File: src/rtl/draw_pkg.sv
// Shared constants for the sprite draw scheduler: mode encoding, layer
// indices, fixed result colours and the sprite transparency key.
package draw_pkg;

  localparam logic [1:0] MODE_IDLE = 2'd0;
  localparam logic [1:0] MODE_PLAY = 2'd1;
  localparam logic [1:0] MODE_WIN  = 2'd2;
  localparam logic [1:0] MODE_LOSE = 2'd3;

  localparam int LAY_CREDITS = 0;
  localparam int LAY_NAME    = 1;
  localparam int LAY_WALL    = 2;
  localparam int LAY_APPLE   = 3;
  localparam int LAY_HEAD    = 4;
  localparam int LAY_BODY    = 5;

  // Width of the sprite ROM bank select
  localparam int SEL_W = 3;

  localparam logic [11:0] COL_WIN  = 12'h0F0;
  localparam logic [11:0] COL_LOSE = 12'hF00;
  localparam logic [11:0] COL_KEY  = 12'h000;

endpackage

File: src/rtl/layer_prio_enc.sv
// Lowest-index-wins priority encoder over the per-layer hit vector.
module layer_prio_enc #(
  parameter int N     = 6,
  parameter int IDX_W = 3
) (
  input  logic [N-1:0]     hit,
  output logic [IDX_W-1:0] idx,
  output logic             any
);

  // Scan from the top so the lowest set index is the last one written
  always_comb begin
    idx = '0;
    any = 1'b0;
    for (int i = N - 1; i >= 0; i--) begin
      if (hit[i]) begin
        idx = IDX_W'(i);
        any = 1'b1;
      end
    end
  end

endmodule

File: src/rtl/draw_sched.sv
// Sprite draw scheduler: game mode FSM, per-pixel layer arbitration onto a
// shared sprite ROM, grass background, 2-cycle compositing pipeline and
// per-frame collision event flags.
module draw_sched import draw_pkg::*; #(
  parameter int NUM_LAYERS = 6,
  parameter int ADDR_W     = 16,
  parameter int PIX_W      = 12
) (
  input  logic                         clk,
  input  logic                         rst,
  input  logic                         frame_start,
  input  logic                         start,
  input  logic                         win,
  input  logic                         lose,
  input  logic                         pix_valid,
  input  logic [10:0]                  curr_x,
  input  logic [10:0]                  curr_y,
  input  logic [NUM_LAYERS-1:0]        lay_hit,
  input  logic [NUM_LAYERS*ADDR_W-1:0] lay_addr,
  output logic [ADDR_W-1:0]            rom_addr,
  output logic [2:0]                   rom_sel,
  input  logic [PIX_W-1:0]             rom_data,
  output logic [11:0]                  grass_addr,
  input  logic [PIX_W-1:0]             grass_data,
  output logic                         out_valid,
  output logic [3:0]                   draw_r,
  output logic [3:0]                   draw_g,
  output logic [3:0]                   draw_b,
  output logic [1:0]                   mode,
  output logic [2:0]                   evt,
  output logic                         evt_valid
);

  logic [1:0]            mode_nxt;
  logic [NUM_LAYERS-1:0] en_hit;
  logic [SEL_W-1:0]      win_idx;
  logic                  win_any;
  logic [ADDR_W-1:0]     win_addr;
  logic [2:0]            evt_raw;
  logic [2:0]            evt_add;
  logic [2:0]            evt_acc;
  logic                  vld_p1;
  logic                  vld_p2;
  logic                  hit_p1;
  logic                  hit_p2;
  logic [1:0]            mode_p1;
  logic [1:0]            mode_p2;
  logic [PIX_W-1:0]      pix_col;
  logic                  unused_coord;

  // Only the low 6 bits of each coordinate address the wrapping grass tile
  assign unused_coord = ^{curr_x[10:6], curr_y[10:6]};

  function automatic logic [NUM_LAYERS-1:0] layer_mask(input logic [1:0] m);
    logic [NUM_LAYERS-1:0] msk;
    msk = '0;
    case (m)
      MODE_IDLE: begin
        msk[LAY_CREDITS] = 1'b1;
        msk[LAY_NAME]    = 1'b1;
      end
      MODE_PLAY: msk = '1;
      default:   msk = '0;
    endcase
    return msk;
  endfunction

  function automatic logic [PIX_W-1:0] compose(input logic [1:0]       m,
                                               input logic             hit,
                                               input logic [PIX_W-1:0] rom,
                                               input logic [PIX_W-1:0] grass);
    if (m == MODE_WIN)
      return COL_WIN;
    if (m == MODE_LOSE)
      return COL_LOSE;
    if (hit && (rom != COL_KEY))
      return rom;
    return grass;
  endfunction

  // Next mode; only a frame_start cycle may move the FSM
  always_comb begin
    mode_nxt = mode;
    if (frame_start) begin
      case (mode)
        MODE_IDLE: if (start) mode_nxt = MODE_PLAY;
        MODE_PLAY: begin
          if (lose)     mode_nxt = MODE_LOSE;
          else if (win) mode_nxt = MODE_WIN;
        end
        MODE_WIN, MODE_LOSE: if (!win && !lose) mode_nxt = MODE_IDLE;
        default:   mode_nxt = MODE_IDLE;
      endcase
    end
  end

  // Mode register
  always_ff @(posedge clk) begin
    if (!rst) mode <= MODE_IDLE;
    else      mode <= mode_nxt;
  end

  // Arbitration uses the post-transition mode so a frame_start pixel sees the new mode
  assign en_hit = lay_hit & layer_mask(mode_nxt);

  layer_prio_enc #(
    .N     (NUM_LAYERS),
    .IDX_W (SEL_W)
  ) u_prio (
    .hit (en_hit),
    .idx (win_idx),
    .any (win_any)
  );

  // Pick the winning layer's ROM address out of the packed address bus
  always_comb begin
    win_addr = '0;
    for (int i = 0; i < NUM_LAYERS; i++) begin
      if (win_idx == SEL_W'(i))
        win_addr = lay_addr[i*ADDR_W +: ADDR_W];
    end
  end

  // ---- stage p0 -> p1: issue ROM addresses, addresses hold while idle ----
  // Address outputs and first valid bit
  always_ff @(posedge clk) begin
    if (!rst) begin
      rom_addr   <= '0;
      rom_sel    <= '0;
      grass_addr <= '0;
      vld_p1     <= 1'b0;
    end else begin
      vld_p1 <= pix_valid;
      if (pix_valid) begin
        rom_addr   <= win_addr;
        rom_sel    <= win_idx;
        grass_addr <= {curr_y[5:0], curr_x[5:0]};
      end
    end
  end

  // ---- stage p1 -> p2: wait out the ROM read latency ----
  // Valid bit for the second stage
  always_ff @(posedge clk) begin
    if (!rst) vld_p2 <= 1'b0;
    else      vld_p2 <= vld_p1;
  end

  // Per-pixel side data riding alongside the valid bits
  always_ff @(posedge clk) begin
    hit_p1  <= win_any;
    mode_p1 <= mode_nxt;
    hit_p2  <= hit_p1;
    mode_p2 <= mode_p1;
  end

  assign pix_col = compose(mode_p2, hit_p2, rom_data, grass_data);

  // ---- stage p2 -> out: composite with ROM data now present ----
  // Output pixel, forced to black whenever it is not valid
  always_ff @(posedge clk) begin
    if (!rst) begin
      out_valid <= 1'b0;
      draw_r    <= '0;
      draw_g    <= '0;
      draw_b    <= '0;
    end else begin
      out_valid <= vld_p2;
      draw_r    <= vld_p2 ? pix_col[11:8] : 4'h0;
      draw_g    <= vld_p2 ? pix_col[7:4]  : 4'h0;
      draw_b    <= vld_p2 ? pix_col[3:0]  : 4'h0;
    end
  end

  // Collision flags come from raw hits, regardless of the enable mask
  assign evt_raw = {lay_hit[LAY_HEAD] & lay_hit[LAY_BODY],
                    lay_hit[LAY_HEAD] & lay_hit[LAY_WALL],
                    lay_hit[LAY_HEAD] & lay_hit[LAY_APPLE]};
  assign evt_add = (pix_valid && (mode_nxt == MODE_PLAY)) ? evt_raw : 3'b000;

  // Sticky per-frame accumulation; frame_start publishes and restarts with this cycle's hits
  always_ff @(posedge clk) begin
    if (!rst) begin
      evt       <= '0;
      evt_valid <= 1'b0;
      evt_acc   <= '0;
    end else begin
      evt_valid <= frame_start;
      if (frame_start) begin
        evt     <= evt_acc;
        evt_acc <= evt_add;
      end else begin
        evt_acc <= evt_acc | evt_add;
      end
    end
  end

endmodule

File: config.mk
export PLATFORM = sky130hd
export DESIGN_NAME = draw_sched
export DESIGN_NICKNAME = d
export VERILOG_FILES = /design/src/rtl/draw_pkg.sv /design/src/rtl/layer_prio_enc.sv /design/src/rtl/draw_sched.sv
export SDC_FILE = /design/constraint.sdc
export NUM_CORES = 1
export LEC_CHECK = 0
export CORE_UTILIZATION = 33
export CTS_CLUSTER_SIZE = 24
export DETAILED_ROUTE_END_ITERATION = 8
export PLACE_DENSITY = 0.88
export SYNTH_ARGS = -nofsm -noshare
export SYNTH_HDL_FRONTEND = slang
export SYNTH_SLANG_ARGS = --single-unit
File: constraint.sdc
create_clock -name clk -period 2.1 [get_ports clk]
set_clock_uncertainty 0.1 [all_clocks]
set_input_delay 0.42 -clock clk [delete_from_list [all_inputs] [get_ports clk]]
set_output_delay 0.42 -clock clk [all_outputs]
set_load 0.1 [all_outputs]
Word-level counts from Yosys, hierarchy flattened
Index checks and enable logic that the tools add are counted.
{"block": "classes", "add_sub_neg": 0, "mul": 0, "div": 0, "magnitude_cmp": 0, "eq_ne": 11, "n_shift": 0, "mux": 35, "bitwise": 5, "n_reduce_logical": 13}
{"cell": "16-bit 2-to-1 mux", "n": 6}
{"cell": "12-bit 2-to-1 mux", "n": 6}
{"cell": "3-bit 2-to-1 mux", "n": 8}
{"cell": "2-bit 2-to-1 mux", "n": 6}
{"cell": "12-bit nonzero test", "n": 1}
{"cell": "2-bit == test (second input constant)", "n": 4}
{"cell": "1-bit 2-to-1 mux", "n": 7}
{"cell": "6-bit bitwise AND", "n": 1}
{"cell": "3-bit by 2-bit == test with 1-bit output (second input constant)", "n": 2}
{"cell": "3-bit == test (second input constant)", "n": 2}
{"cell": "2-bit one-hot mux with 3 select lines", "n": 1}
{"cell": "5-bit OR reduction", "n": 1}
{"cell": "2-bit by 1-bit == test with 1-bit output (second input constant)", "n": 2}
{"cell": "2-bit zero test", "n": 2}
{"cell": "4-bit 2-to-1 mux", "n": 1}
{"cell": "2-bit OR reduction", "n": 2}
{"cell": "1-bit bitwise AND", "n": 3}
{"cell": "3-bit by 1-bit == test with 1-bit output (second input constant)", "n": 1}
{"cell": "1-bit logical AND", "n": 3}
{"cell": "3-bit zero test", "n": 1}
{"cell": "3-bit bitwise OR", "n": 1}
{"cell": "1-bit zero test", "n": 2}
{"cell": "2-bit AND reduction", "n": 1}
{"block": "totals", "ff_bits": 61, "latch_bits": 0, "mem_bits_rw": 0, "rom_bits": 0, "input_bits": 155, "word_cells": 81, "mem_count": 0}

Longest topological paths before layout
Gate-level depths: netlist of the first run.
{"block": "logic_depth", "ltp_word": 22, "depth_mapped": 9}

Modules after synthesis
A second synthesis of the first run with hierarchy kept.
{"block": "unflattened", "hier_cells": 348, "hier_area_um2": 3120.5}
{"module": "draw_sched", "instances": 1, "cells_per_inst": 338, "area_per_inst_um2": 3062.9}
{"module": "layer_prio_enc", "instances": 1, "cells_per_inst": 10, "area_per_inst_um2": 57.6}

Worst setup path before layout of the first run
Ideal clock, no wire load.
{"block": "synth_timing", "kind": "reg-to-reg", "start": "reg mode[0]", "end": "reg rom_addr[0]", "t_arrival_ns": 2.514, "slack_ns": -0.633, "stages_incl_launch_ff": 9, "period_less_slack_ns": 2.733, "path_cell_list": "dfxtp_1 a21oi_2 o22a_1 or3_1 buf_2 buf_6 a31oi_1 nand2_1 a32o_1"}
{"block": "synth_via", "elab_chain_cells": 20}
{"item": "start, declared", "line_no": "draw_sched.sv:29", "text": "output logic [1:0] mode,"}
{"item": "start signal, assigned", "line_no": "draw_sched.sv:100", "text": "else mode <= mode_nxt;"}
{"item": "2-bit == test / 2-bit 2-to-1 mux (equally long branches)", "line_no": "draw_sched.sv:85, draw_sched.sv:89"}
{"item": "2-bit OR reduction / 2-bit 2-to-1 mux (equally long branches)", "line_no": "draw_sched.sv:85, draw_sched.sv:88"}
{"item": "2-bit one-hot mux with 3 select lines", "line_no": "draw_sched.sv:85", "text": "case (mode)"}
{"item": "2-bit 2-to-1 mux *", "line_no": "draw_sched.sv:84", "text": "if (frame_start) begin"}
{"item": "2-bit by 1-bit == test with 1-bit output", "line_no": "draw_sched.sv:57", "text": "case (m)"}
{"item": "4-bit 2-to-1 mux", "line_no": "draw_sched.sv:57"}
{"item": "6-bit bitwise AND *", "line_no": "draw_sched.sv:104", "text": "assign en_hit = lay_hit & layer_mask(mode_nxt);"}
{"item": "3-bit 2-to-1 mux (5 in series)", "line_no": "layer_prio_enc.sv:16", "text": "if (hit[i]) begin"}
{"item": "3-bit 2-to-1 mux *", "line_no": "layer_prio_enc.sv:16"}
{"item": "3-bit zero test", "line_no": "draw_sched.sv:119", "text": "if (win_idx == SEL_W'(i))"}
{"item": "16-bit 2-to-1 mux (5 in series)", "line_no": "draw_sched.sv:119"}
{"item": "16-bit 2-to-1 mux *", "line_no": "draw_sched.sv:119"}
{"item": "end signal, assigned", "line_no": "draw_sched.sv:135", "text": "rom_addr <= win_addr;"}
{"item": "end, declared", "line_no": "draw_sched.sv:20", "text": "output logic [ADDR_W-1:0] rom_addr,"}
Every way passes the cells marked *; elsewhere a longest branch is shown, timed or not.
A chain may end at the register's enable or synchronous reset.

Worst setup path after layout of the first run
{"block": "layout_timing", "start": "reg mode[1]", "end": "reg rom_addr[8]"}
The elaborated chain is that of the path after synthesis.

==> results of run 1 <==
==> worst max path at each step <==
| stage | startpoint | to | slack [ns] | depth (start not counted) |
|---|---|---|---|---|
| 2_1_floorplan | mode[0] | rom_addr[0] | -0.03 | 8 |
| 3_3_place_gp | frame_start | rom_addr[12] | -0.72 | 9 |
| 3_5_place_dp | frame_start | rom_addr[5] | -0.81 | 10 |
| 4_1_cts | mode[0] | rom_addr[4] | -0.02 | 7 |
| 5_1_grt | frame_start | rom_addr[0] | -0.13 | 11 |
| 6_report | mode[1] | rom_addr[8] | -0.05 | 7 |
==> per-stage QoR <==
stage	TNS (ns)	total power, µW	cells	hold WS [ns]	cell area, µm²
finish	-0.2998	3841	718	0.2224	6033
detailed placement	-12.82	2666	688	0.2160	5429
CTS	-0.07428	3806	709	0.2254	5873
floorplan	-0.2535	2076	356	0.2096	3148
global placement	-12.00	2639	688	0.2117	5429
global route	-1.561	3995	718	0.2287	6033
==> placed cells by master, fill, tap and decap left out, types with 6 or more instances in the layout <==
cell	netlist	layout
clkdlybuf4s50_1	0	138
a21oi_1	7	6
buf_4	4	97
a31oi_1	16	14
clkbuf_8	0	10
a22oi_1	15	14
o21ai_2	0	6
o21ai_1	4	12
nand2_1	38	38
inv_1	14	14
a22o_1	9	9
and2_1	6	6
buf_6	1	12
mux2i_1	20	20
a21o_1	7	7
nor2b_1	20	20
dfxtp_1	61	59
o32ai_1	8	8
buf_12	0	6
o21ai_0	30	16
a32o_1	8	8
==> repair_timing <==
item | CTS | global route
resized for setup | 56 | 29
buffers inserted | 4 | 8
hold buffers | 0 | 0
setup endpoints to repair | 19 | 17
hold endpoints to repair | 0 | 0
cloned | 1 | 1
pin swaps | 27 | 16
==> power groups by stage <==
stage               clock network, µW  logic (µW)  registers [µW]
CTS                              1080        1440            1280
finish                           1050        1510            1280
global route                     1130        1580            1290
detailed placement                  0        1360            1310
global placement                    0        1340            1300
floorplan                           0         368            1710
==> area by class of cell <==
class	count	share of cell area, %
tap	111	2.302
multi-input combinational	253	32.10
clock buffer	11	2.343
inverter	15	0.9332
clock inverter	5	0.9540
timing repair buffer	262	41.00
sequential	61	20.37
==> metal layers <==
metal / vias up / track usage (%) / share of wire, %
met5: - / 0 / 0
met4: 0 / 7.805 / 1.4
met3: 14 / 5.060 / 7.4
met2: 182 / 44.02 / 52
met1: 1817 / 26.30 / 39
li1: 1833 / - / -
==> worst max-delay path: stages (launching register included) <==
cell and delay, ns:
dfxtp_4 0.37, nor4bb_4 0.37, a31oi_4 0.11, o31a_1 0.38, buf_6 0.18, o21ai_0 0.22
nand2_1 0.10, a32o_1 0.22
==> flip-flops by register name, indices dropped and copies added (netlist names) <==
name,count
vld_p2,1
evt,3
rom_addr,16
draw_r,4
draw_b,4
rom_sel,3
out_valid,1
mode,2
hit_p1,1
evt_valid,1
vld_p1,1
evt_acc,3
draw_g,4
hit_p2,1
mode_p2,2
mode_p1,2
grass_addr,12
==> kinds of logic after synthesis <==
| logic type | after synthesis | share of synthesized area, % |
|---|---|---|
| AND/OR/NAND/NOR | 90 | 15.50 |
| flip-flops | 61 | 39.09 |
| buffers and inverters | 42 | 6.047 |
| AO/OA/AOI/OAI | 143 | 32.96 |
| multiplexers | 20 | 6.408 |
==> metrics.md, run 1 <==
| Metric | Value |
|---|---|
| Core Util, Final | `roughly 66%` |
| Ranking of synthesized cells by area | `dfxtp_1, mux2i_1, o21ai_0` |
| Final min period | `approximately 2.1 ns` |
| Clock Latency Late Sink | `0.33 ns` |
| Synth cell count leaders | `dfxtp_1, nand2_1, o21ai_0` |
| Clock Sinks | `61` |
| Share of post-route cells with drive strength above 1 | `around 30%` |
| Slew Viols, Final | `0` |
| Placement Setup Slack | `-0.8085 ns` |
| Worst slew margin | `approximately 69%` |
| Fmax | `roughly 470 MHz` |
| Top-count cell post-synth | `dfxtp_1` |
| DRC viols | `0` |
| Int Power | `around 2500 µW` |
| Global-route wire length before repair | `roughly 18000 µm` |
| Final setup viols | `14` |
| Die area | `between 9000 and 10000 µm²` |
| Antenna violations before repair | `0` |
| Yosys top cell by area | `dfxtp_1` |
| Hold path endpoint | `mode_p2[0]` |
| P_sw | `about 1400 µW` |
| Worst IR drop on VDD | `about 0.00028 V` |
| Post-DR wirelength/cell | `roughly 17 µm` |
| DRT Pass-1 Iters | `4` |
| Remaining global-route overflow | `0` |
| Gpl congestion | `approximately 0.86` |
| Hold Path Class | `flip-flop to flip-flop` |
| Detailed placement HPWL | `just over 9000 µm` |
| Synth Flop Type | `dfxtp_1` |
| Synthesis-to-layout area growth | `93.11%` |
| RSZ-0062 raised after global routing | `yes` |
| Final worst slack | `-0.04951 ns` |
| Hold Path Depth | `0` |
| Post-synthesis sequential area ratio | `approximately 39%` |
| Part of the cycle the worst path needs | `102.4%` |
| Power per cell area | `636.7 nW/µm²` |
| Post-DRT Antenna Nets | `0` |
| Number of global-route vias before repair | `3779` |
| Layout fillers | `738` |
| Initial Util | `33.97%` |
| Yosys Warn Count | `0` |
| Leakage power | `between 0.002 and 0.0025 µW` |
| Clock share of power | `between 20% and 30%` |
| Avg Cell Area, Syn | `around 8.8 µm²` |
| Switching share of total power | `between 30% and 40%` |
| Min-Delay Startpoint | `mode_p1[0]` |
| Arrival @ worst endpoint | `between 2 and 2.5 ns` |
| Largest net degree at the start of global routing | `23` |
| Worst EP required | `2.23 ns` |
| Clock buffer depth | `2` |
| Nets | `between 700 and 800` |
| Status | `complete, but fails checks` |
| Reg-to-Reg Start | `mode[1]` |
| Crit-path max FO | `12` |
| DIE WIDTH | `slightly below 100 µm` |
| Seq cells post-synth | `61` |
| Number of synthesized flops with an enable pin | `0` |
| Async SR Flop Fraction | `0%` |
| IO Count | `between 200 and 250` |
| Max cap viols | `0` |
| Multi-input gate area | `about 1900 µm²` |
| Diodes inserted | `0` |
| Root Driver | `clkbuf_8` |
| Endpoints failing hold | `0` |
| Worst reg2reg setup slack | `-0.05 ns` |
| Combinational power share | `between 30 and 40%` |
| Mapped Nets | `511` |
| Failing checks | `setup timing` |
| Die Y | `between 90 and 100 µm` |
| Crit end category | `flip-flop` |
| Iteration-0 DRC Markers | `between 150 and 200` |
| Htree depth | `3` |
| # port buffers | `about 190` |
| Kind of critical path | `flip-flop to flip-flop` |
| Core ar. | `approximately 9000 µm²` |
| Post-Syn Area | `about 3100 µm²` |
| Number of clock buffers inserted by TritonCTS | `9` |
| TritonCTS clock tree | `done` |
| Critical path startpoint category | `flip-flop` |
| Routed WL | `between 10000 and 15000 µm` |
| Proportion of netlist area held by the largest area contributor | `about two fifths` |
| Sequential power share | `between 30% and 40%` |
| Clk slew on worst S/H paths | `approximately 0.070 ns` |
| Register Area | `1229 µm²` |
| Overall Global Routing Usage | `around a quarter` |
| RR Endpoint | `rom_addr[8]` |
| Num rows | `35` |
| Synth cell types | `between 40 and 50` |
| Vias post-DR | `just under 4000` |
| Synthesized instance count | `356` |
| Transition time of the tightest slew-check pin | `about 0.46 ns` |
| Worst R2R Path Depth | `7` |
| Via/cell ratio | `around 5.4` |
Note: power is estimated with default switching activity, not from simulation.
==> inputs of run 2 (changes only) <==
--- a/config.mk
+++ b/config.mk
@@ -9,6 +9,7 @@
 export CTS_CLUSTER_SIZE = 24
 export DETAILED_ROUTE_END_ITERATION = 8
 export PLACE_DENSITY = 0.88
+export SKIP_CTS_REPAIR_TIMING = 1
 export SYNTH_ARGS = -nofsm -noshare
 export SYNTH_HDL_FRONTEND = slang
 export SYNTH_SLANG_ARGS = --single-unit
==> run 2 against run 1 <==
Effect of this change:
- the run still ends with setup timing left
- core utilization fell by 0.50 points
- combinational power barely moved
- final cell count fell by 0.56%
- cell area fell by 0.77%
- die area did not move
- worst setup slack improved by 0.012 ns
- critical endpoint is now rom_addr[10]
==> metrics.md, run 2 (synthesized netlist as in run 1, its figures left out) <==
| Metric | Value |
|---|---|
| Via/cell ratio | `5.336 (-0.38%)` |
| Transition time of the tightest slew-check pin | `0.4534 ns (-0.005841 ns)` |
| IO Count | `205 (unchanged)` |
| DRT Pass-1 Iters | `4 (unchanged)` |
| RSZ-0062 raised after global routing | `yes` |
| Total chip power | `3833 µW (-0.22%)` |
| Crit end category | `flip-flop` |
| Failing checks | `setup timing` |
| Worst EP required | `2.23 ns (about the same)` |
| Kind of critical path | `flip-flop to flip-flop` |
| DRC viols | `0 (unchanged)` |
| Vias post-DR | `3810 (-0.94%)` |
| Post-DR wirelength/cell | `17.17 µm (-1.2%)` |
| Commonest non-fill, non-tap cell in the layout | `clkdlybuf4s50_1` |
| Setup tns final | `-0.1403 ns (+0.1596 ns)` |
| Dpl cells | `688 (unchanged)` |
| Die Y | `99.30 µm (unchanged)` |
| Clock share of power | `27.6% (+0.2 points)` |
| Most Crowded Layer GR | `met2` |
| Nets | `753 (-0.53%)` |
| Routed WL | `12260 µm (-1.7%)` |
| Sequential power share | `33.4% (about the same)` |
| Largest register FFs | `16 (unchanged)` |
| Global-route wire length before repair | `17560 µm (-3.9%)` |
| Switching share of total power | `35.84% (about the same)` |
| Final min period | `2.137 ns (-0.01238 ns)` |
| Met1 Use GR | `25.94% (-0.36 points)` |
| Arrival @ worst endpoint | `2.27 ns (about the same)` |
| Diodes inserted | `0 (unchanged)` |
| Combinational power share | `39.0% (-0.3 points)` |
| Remaining global-route overflow | `0 (unchanged)` |
| Hold Path Class | `flip-flop to flip-flop` |
| Detailed placement HPWL | `9305 µm (unchanged)` |
| Slew Viols, Final | `0 (unchanged)` |
| Power per cell area | `640.2 nW/µm² (+0.55%)` |
| Biggest register | `rom_addr` |
| Clock Sinks | `61 (unchanged)` |
| Most frequent cells in the layout | `clkdlybuf4s50_1, buf_4, dfxtp_1, nand2_1` |
| TritonCTS clock tree | `done` |
| Root Driver | `clkbuf_8` |
| Htree depth | `3 (unchanged)` |
| DIE WIDTH | `99.30 µm (unchanged)` |
| Worst Setup EP | `rom_addr[10]` |
| Critical path startpoint category | `flip-flop` |
| Share of post-route cells with drive strength above 1 | `27.53% (-1.8 points)` |
| Final setup viols | `8 (-6)` |
| P_sw | `1374 µW (-0.19%)` |
| Endpoints failing hold | `0 (unchanged)` |
| Post-DRT Antenna Nets | `0 (unchanged)` |
| Biggest regs | `rom_addr (16), grass_addr (12)` |
| CP startpoint | `mode[0]` |
| Int Power | `2459 µW (-0.24%)` |
| Antenna violations before repair | `1 (+1)` |
| Crit-path max FO | `13 (+1)` |
| Gpl congestion | `0.8578 (unchanged)` |
| Grt met2 use | `41.29% (-2.7 points)` |
| Leakage power | `0.002519 µW (+0.90%)` |
| Clock Latency Late Sink | `0.33 ns (about the same)` |
| Max cap viols | `0 (unchanged)` |
| Overall Global Routing Usage | `22.55% (-0.98 points)` |
| Largest net degree at the start of global routing | `23 (unchanged)` |
| Worst reg2reg setup slack | `-0.04 ns (about the same)` |
| Placement Setup Slack | `-0.8085 ns (unchanged)` |
| Clk slew on worst S/H paths | `0.07 ns (about the same)` |
| WHS | `0.2213 ns (-0.001112 ns)` |
| Worst slew margin | `69.45% (+0.39 points)` |
| # port buffers | `194 (unchanged)` |
| Iteration-0 DRC Markers | `167 (unchanged)` |
| Initial Util | `33.97% (unchanged)` |
| Worst IR drop on VDD | `0.0003078 V (+11%)` |
| RR Endpoint | `rom_addr[10]` |
| Worst R2R Path Depth | `7 (unchanged)` |
| Number of clock buffers inserted by TritonCTS | `9 (unchanged)` |
| Num rows | `35 (unchanged)` |
| Number of global-route vias before repair | `3672 (-2.8%)` |
| Final worst slack | `-0.03713 ns (+0.01238 ns)` |
| Synthesis-to-layout area growth | `91.63%` |
| Fmax | `467.9 MHz (+0.58%)` |
| Part of the cycle the worst path needs | `101.8% (-0.59 points)` |
| Layout Cells excl Fill | `714 (-0.56%)` |
| Clock buffer depth | `2 (unchanged)` |
| Core ar. | `9196 µm² (unchanged)` |
| Status | `complete, but fails checks` |
| Reg-to-Reg Start | `mode[0]` |
| Fraction of met3 tracks used by global routing | `4.989% (-0.070 points)` |
| Die area | `9860 µm² (unchanged)` |
## run 2: changes by cell type in the layout (fill, tap and decap cells not counted), sizes merged
cell           delta
clkbuf            -1
dlymetal6s2s      +6
clkdlybuf4s50     -1
dlygate4sd2       -3
buf               -5
## run 2: through the flow
step	instance area [µm²]	utilization, %
2_1_floorplan	3148	-
3_3_place_gp	5429	59.03
3_5_place_dp	5429	59.03
4_1_cts	5628	61.20
5_1_grt	5987	65.10
6_report	5987	65.10
## run 2: worst min-delay path by stage
stage | from | slack (ns) | endpoint | cells past startpoint
5_1_grt | mode_p1[0] | 0.23 | mode_p2[0] | 0
3_3_place_gp | mode_p1[0] | 0.21 | mode_p2[0] | 0
4_1_cts | mode_p1[0] | 0.23 | mode_p2[0] | 0
3_5_place_dp | mode_p1[0] | 0.22 | mode_p2[0] | 0
6_report | mode_p1[0] | 0.22 | mode_p2[0] | 0
2_1_floorplan | hit_p1 | 0.21 | hit_p2 | 0
## run 2: power groups by stage
stage / registers, µW / clock network [µW] / logic, µW
final: 1280 / 1060 / 1490
after global routing: 1290 / 1130 / 1560
after CTS: 1280 / 1080 / 1370
after detailed placement: 1310 / 0 / 1360
after global placement: 1300 / 0 / 1340
after floorplan: 1710 / 0 / 368
## run 2: per-layer routing
metal | wire [µm] | share of wire, %
met1 | 4826 | 39
met2 | 6346 | 52
met5 | 12 | 0.098
met3 | 831 | 6.8
met4 | 243 | 2.0
## run 2: cell type report
cell class                      count  area (µm²)
Multi-Input combinational cell    253        1917
Inverter                           15       56.30
Sequential cell                    61        1229
Clock buffer                       11       141.4
Clock inverter                      5       57.56
Timing Repair Buffer              258        2447
Tap cell                          111       138.9
Fill cell                         747        3209
## run 2: worst max-delay path, cell delays in order (launching register included)
cell	delay, ns
dfxtp_4	0.36
nor4bb_4	0.36
a31oi_4	0.11
or3_4	0.45
buf_12	0.17
a31oi_4	0.14
nand2_1	0.09
a32o_1	0.25
